--- src/rtl/multi_edge_detector.sv ---
// Multi-channel edge detector: per-channel synchroniser, glitch filter, edge pulses,
// sticky W1C status bits with a programmable edge qualifier, and a combined interrupt.
module multi_edge_detector #(
  parameter int CH          = 8,
  parameter int SYNC_STAGES = 2,
  parameter int FILT_W      = 4
) (
  input  logic              clk,
  input  logic              rst_n,
  input  logic [CH-1:0]     sig_in,
  input  logic [2*CH-1:0]   mode,
  input  logic [FILT_W-1:0] filt_len,
  input  logic [CH-1:0]     clr,
  output logic [CH-1:0]     filt_out,
  output logic [CH-1:0]     pos_edge,
  output logic [CH-1:0]     neg_edge,
  output logic [CH-1:0]     any_edge,
  output logic [CH-1:0]     status,
  output logic              irq
);

  logic [CH-1:0]     sync_q [SYNC_STAGES];
  logic [CH-1:0]     sync_d [SYNC_STAGES];
  logic [CH-1:0]     filt_q, filt_d;
  logic [CH-1:0]     filt_dly_q, filt_dly_d;
  logic [FILT_W-1:0] cnt_q [CH];
  logic [FILT_W-1:0] cnt_d [CH];
  logic [CH-1:0]     status_q, status_d;
  logic              irq_q, irq_d;
  logic [CH-1:0]     sync_lvl;
  logic [CH-1:0]     qual_edge;

  assign sync_lvl = sync_q[SYNC_STAGES-1];

  always_comb begin
    sync_d[0] = sig_in;
    for (int s = 1; s < SYNC_STAGES; s++) begin
      sync_d[s] = sync_q[s-1];
    end
  end

  // Counter saturates at filt_len via the >= compare, so a lowered filt_len commits next cycle.
  always_comb begin
    filt_d = filt_q;
    for (int i = 0; i < CH; i++) begin
      cnt_d[i] = cnt_q[i];
      if (sync_lvl[i] == filt_q[i]) begin
        cnt_d[i] = '0;
      end else if (cnt_q[i] >= filt_len) begin
        filt_d[i] = sync_lvl[i];
        cnt_d[i]  = '0;
      end else begin
        cnt_d[i] = cnt_q[i] + 1'b1;
      end
    end
  end

  assign filt_dly_d = filt_q;
  assign pos_edge   = filt_q & ~filt_dly_q;
  assign neg_edge   = ~filt_q & filt_dly_q;
  assign any_edge   = filt_q ^ filt_dly_q;

  // A qualified edge in the same cycle as clr keeps the bit set.
  always_comb begin
    qual_edge = '0;
    for (int i = 0; i < CH; i++) begin
      qual_edge[i] = (mode[2*i] & pos_edge[i]) | (mode[2*i+1] & neg_edge[i]);
    end
    status_d = (status_q & ~clr) | qual_edge;
    irq_d    = |status_d;
  end

  always_ff @(posedge clk) begin
    if (!rst_n) begin
      for (int s = 0; s < SYNC_STAGES; s++) begin
        sync_q[s] <= '0;
      end
      for (int i = 0; i < CH; i++) begin
        cnt_q[i] <= '0;
      end
      filt_q     <= '0;
      filt_dly_q <= '0;
      status_q   <= '0;
      irq_q      <= 1'b0;
    end else begin
      for (int s = 0; s < SYNC_STAGES; s++) begin
        sync_q[s] <= sync_d[s];
      end
      for (int i = 0; i < CH; i++) begin
        cnt_q[i] <= cnt_d[i];
      end
      filt_q     <= filt_d;
      filt_dly_q <= filt_dly_d;
      status_q   <= status_d;
      irq_q      <= irq_d;
    end
  end

  assign filt_out = filt_q;
  assign status   = status_q;
  assign irq      = irq_q;

endmodule

--- config.mk ---
export PLATFORM = sky130hd
export DESIGN_NAME = multi_edge_detector
export DESIGN_NICKNAME = d
export VERILOG_FILES = /design/src/rtl/multi_edge_detector.sv
export SDC_FILE = /design/constraint.sdc
export NUM_CORES = 1
export LEC_CHECK = 0
export CORE_AREA = 4 4 92 94
export DETAILED_ROUTE_END_ITERATION = 12
export DIE_AREA = 0 0 96 98
export GPL_TIMING_DRIVEN = 0
export PLACE_DENSITY = 0.76
export SYNTH_ARGS = -nofsm -noshare
export SYNTH_HDL_FRONTEND = slang
export SYNTH_SLANG_ARGS = --single-unit
--- constraint.sdc ---
create_clock -name clk -period 2 [get_ports clk]
set_input_delay 0.5 -clock clk [delete_from_list [all_inputs] [get_ports clk]]
set_output_delay 0.5 -clock clk [all_outputs]
set_load 0.03 [all_outputs]
; ---- Word-level counts from Yosys, hierarchy flattened
; Memories as Yosys holds them, arrays and structs flattened.
; Cells that the tools add are included.
[totals]
output_inout_bits = 41
elab_cells = 124
input_bits = 38
ff_bits = 25
ramBits = 48
memories = 2
[classes]
n_mux = 28
reduce_logical = 9
addsub = 8
eq_ne = 8
bitwise_logic = 50
magnitude_cmp = 8
[memory_table]
columns = name, depth, word_bits, read_ports, rd_clocked_by_memory_dff, wr, line_no
row1 = cnt_q, 8, 4, 8, 0, 8, 26  ; logic [FILT_W-1:0] cnt_q [CH];
row2 = sync_q, 2, 8, 2, 0, 2, 22  ; logic [CH-1:0] sync_q [SYNC_STAGES];
[op_table]
columns = cell, n
row1 = $mux 4, 24
row2 = $add 4x1->4 const B, 8
row3 = $ge 4x4->1, 8
row4 = $and 8x8->8, 3
row5 = $not 8->8, 3
row6 = $or 1x1->1, 18
row7 = $and 1x1->1, 16
row8 = $mux 8, 2
row9 = $reduce_and 2->1, 8
row10 = $eq 1x1->1, 8
row11 = $not 1->1, 8
row12 = $or 8x8->8, 1
row13 = $reduce_or 8->1, 1
row14 = $xor 8x8->8, 1
row15 = $mux 1, 2

; ---- Depth between registers and ports, before layout
[logic_depth]
ltp_word = 6
depth_mapped = 6
ltp_nobuf = 6

; ---- Worst setup path before layout
; No wires, ideal clock.
[synth_path]
kind = register to register
start = reg filt_q[5], in the netlist filt_out[5]
end = reg irq_q, in the netlist irq
path_stages_with_launch = 7
synth_period_minus_slack_ns = 1.752
t_arrival_ns = 1.625
setup_time_ns = 0.127
slack_ns = 0.248
t_required_ns = 1.873
n_path_buf = 0
cell_sequence = dfxtp_1 inv_1 ha_1 a22oi_1 o21ai_0 nor4_1 a21oi_1
[synth_between]
elab_chain_cells = 6
elab_cells_between_ends = 8
classes_between = 7 x bitwise / 1 x reduce/logical
[synth_lines]
columns = element, line_no
row1 = start: declaration, 24  ; logic [CH-1:0] filt_q, filt_d;
row2 = start signal: assignment, 92  ; filt_q <= filt_d;
row3 = $not 8->8, 60  ; assign neg_edge = ~filt_q & filt_dly_q;
row4 = $and 8x8->8, 60
row5 = via neg_edge[5], 16  ; output logic [CH-1:0] neg_edge,
row6 = $and 1x1->1, 67  ; qual_edge[i] = (mode[2*i] & pos_edge[i]) | (mode[2*i+1] & neg_edge[i]);
row7 = $or 1x1->1, 67
row8 = $or 8x8->8, 69  ; status_d = (status_q & ~clr) | qual_edge;
row9 = $reduce_or 8->1, 70  ; irq_d = |status_d;
row10 = end signal: assignment, 95  ; irq_q <= irq_d;
row11 = end: declaration, 29  ; logic irq_q, irq_d;
; The timed path passes the listed nets, and every way through them passes these cells.
; A chain may end at the register's enable or synchronous reset.

==> out/summary.txt <==
Outcome -> completed
Synth cell types -> 20
CTS tree -> yes
Largest net degree at the start of global routing -> 12
Adder-Cell Fraction of Synth Area -> 18.7%
Final setup vio count -> 0
Worst slew pin tran -> 0.629 ns
Async S/R FF share, synth -> 0%
CTS hold repair buffers -> 0
Syn avg cell area -> 10.3 µm²
Met2 wire len -> 4010 µm
Slowest CP cell -> clkdlybuf4s50_1
Global-route wire length before repair -> 12800 µm
TritonRoute pass-1 iters -> 4
Initial antenna violation count -> 0
Hold crit path type -> register to register
Die ar. -> 9410 µm²
Hold Vio Cnt, Final -> 0
Leak pwr -> 2.16 nW
Number of global-route vias before repair -> 2790
Clk buf depth -> 2
Core area -> 7650 µm²
Remaining global-route overflow -> 0
Largest area contributor in the synthesized netlist -> dfxtp_1
CTS sink cnt -> 73
Max Clock Skew -> 0.00797 ns
Top delay family on crit path -> buffers and inverters
Synthesized Nets -> 458
Worst Path Max Fanout -> 8
Clock Tree Root -> clkbuf_8
Setup TNS -> 0 ns
Number of max-cap violations -> 0
Post-synth top area share -> 39.0%
Worst path cell trace -> clkdlybuf4s50_1 > clkinvlp_4 > buf_12 > ha_4 > o21a_1 > nor2_1 > o211ai_2 > nor2_1
Required @ worst endpoint -> 2.27 ns
Via count -> 2765
Critical Path AT -> 2.21 ns
CTS buffer count -> 9
Crit path depth -> 8
Top achievable clock speed -> 0.516 GHz
Seq/Total Area, Yosys -> 39.0%
Main synth FF type -> dfxtp_1
Top layer in use -> met4
Worst Path Buf+Inv -> 3
R2r endpoint -> filt_out[5]
Worst r2r src -> cnt_q[1][4]
CP max stage delay -> 0.50 ns
Synth area leaders -> dfxtp_1 (39%), ha_1 (19%), a2111oi_4 (5.9%), inv_1 (5.1%), nor2_1 (4.8%)
Yosys warns -> 0
Simple logic cell fraction of the synthesized area -> 14.8%
Die Span X -> 96 µm
WL met1 -> 3450 µm
Startpoint Class -> primary input
GRT Util Overall -> 17.5%
Clock Latency Late Sink -> 0.34 ns
DP Wirelength -> 5900 µm
H-tree depth -> 3
Row count -> 32
Most common cell in the netlist -> dfxtp_1
Pwr Density -> 621 nW/µm²
Total power -> 3.11 mW
Post-synth EDFFs -> 0
Routed wire length -> 8120 µm
Mux cell area share after synthesis -> 0%
Kind of critical path -> primary input to register
Via/cell ratio -> 4.91
Met3 routed WL -> 517 µm
Crit share post-route -> 96.9%
Share of layout cells above drive strength 1 -> 16.7%
Final nets -> 550
Post-Synthesis Cells -> 364
Detailed-route DRC error count -> 0
Chip height -> 98 µm
Area Growth Syn to Fin -> 33.6%
WL/cell -> 14.4 µm
Post-route cell area -> 5000 µm²
Main combinational cell family by area after synthesis -> adder cells
Post-Synth XOR/XNOR Area -> 5.61%
DRT iter0 DRCs -> 51
Placed Area -> 4650 µm²
Worst Setup EP -> cnt_q[1][0]
Fin. max-slew vios -> 0
Starting Density -> 49.0%
Port Buffer Count -> 78
Clk slew on worst S/H paths -> 0.07 ns
# IOs -> 79
Relative slew margins -> 58.1%
Worst VDD drop -> 370 µV
Routability-driven placement congestion ratio -> 0.805
Post-synthesis compound-gate area fraction -> 16.2%
Tmin final -> 1.94 ns
Top cells by count, synth -> dfxtp_1 (73), ha_1 (56), inv_1 (51), nor2_1 (48)
Post-Syn Area -> 3740 µm²
Post-route ant nets -> 0
Worst setup EP type -> register
ANT cells -> 0
Synthesized flop and latch total -> 73
R2R depth -> 6
Worst reg2reg setup slack -> 0.32 ns
Cell mode on critical path -> nor2_1
RSZ-0062 raised after global routing -> yes
Crit path from -> filt_len[2]
## power by group
group          internal [mW]  switching (mW)
clock network          0.748           0.518
registers               1.48          0.0156
logic                  0.190           0.157
total                   2.42           0.690
## cells in the final DEF (no fill, tap or decap), types with 14 or more instances in the layout
master	count
dfxtp_1	65
clkdlybuf4s50_1	52
inv_1	49
ha_1	47
nor2_1	42
o21a_1	24
and2_1	24
xor2_1	16
dlygate4sd2_1	16
clkbuf_8	14
## cell families (layout without fill, tap and decap cells)
| logic type | count (synthesis) | in the layout |
|---|---|---|
| buf+inv | 56 | 153 |
| compound gates | 57 | 57 |
| flops | 73 | 73 |
| fa+ha+maj | 56 | 56 |
| xor+xnor | 24 | 24 |
| simple gates | 98 | 98 |
## worst register-to-register path, delay by kind of cell (launching register included)
kind                       cells  cell delay (ns)
AOI/OAI and AO/OA              2             0.61
and+or+nand+nor                2             0.25
adders and majority gates      1             0.26
buffers and inverters          1             0.06
DFF                            1             0.39
## worst min-delay path by stage
stage                 startpoint  slack (ns)  cells past startpoint       endpoint
global placement    sync_q[0][2]        0.42                      1  sync_q[0][10]
detailed placement  sync_q[0][4]        0.42                      1  sync_q[0][12]
finish              sync_q[0][3]        0.44                      1  sync_q[0][11]
global route        sync_q[0][4]        0.45                      1  sync_q[0][12]
CTS                 sync_q[0][3]        0.44                      1  sync_q[0][11]
floorplan           sync_q[0][2]        0.41                      1  sync_q[0][10]
## state kept, by name, summed over array words and instances (netlist names)
name and count:
cnt_q 32, filt_dly_q 8, filt_out 8, irq 1, status 8, sync_q 16
## metrics by stage
step                hold slack, ns  util (%)  cells  worst slack [ns]
finish                       0.436      65.4    563            0.0629
detailed placement           0.422      60.8    544            -0.610
CTS                          0.438      63.8    560           0.00161
floorplan                    0.412         -    364             0.248
global route                 0.448      65.4    563           -0.0421
global placement             0.417      60.8    544            -0.586
## per-layer routing
metal  global-route usage (%)  vias up
met5                        0        -
met4                     5.91        0
met3                     5.39        9
met2                     29.2       75
met1                     21.1     1283
li1                         -     1398
## cell type report
cell class / instances / area [µm²]
Tap cell: 102 / 128
Multi-Input combinational cell: 235 / 2170
Timing Repair Buffer: 81 / 788
Buffer: 4 / 18.8
Clock inverter: 1 / 30.0
Sequential cell: 73 / 1470
Clock buffer: 15 / 196
Inverter: 52 / 203
Fill cell: 631 / 2650
## what timing repair did
item / in CTS / in global routing
buffers inserted: 0 / 3
pin swaps: 0 / 8
cloned: 0 / 0
gates resized for setup: 47 / 34
setup endpoints to repair: 69 / 47
Power figures use the tool's default switching activity.
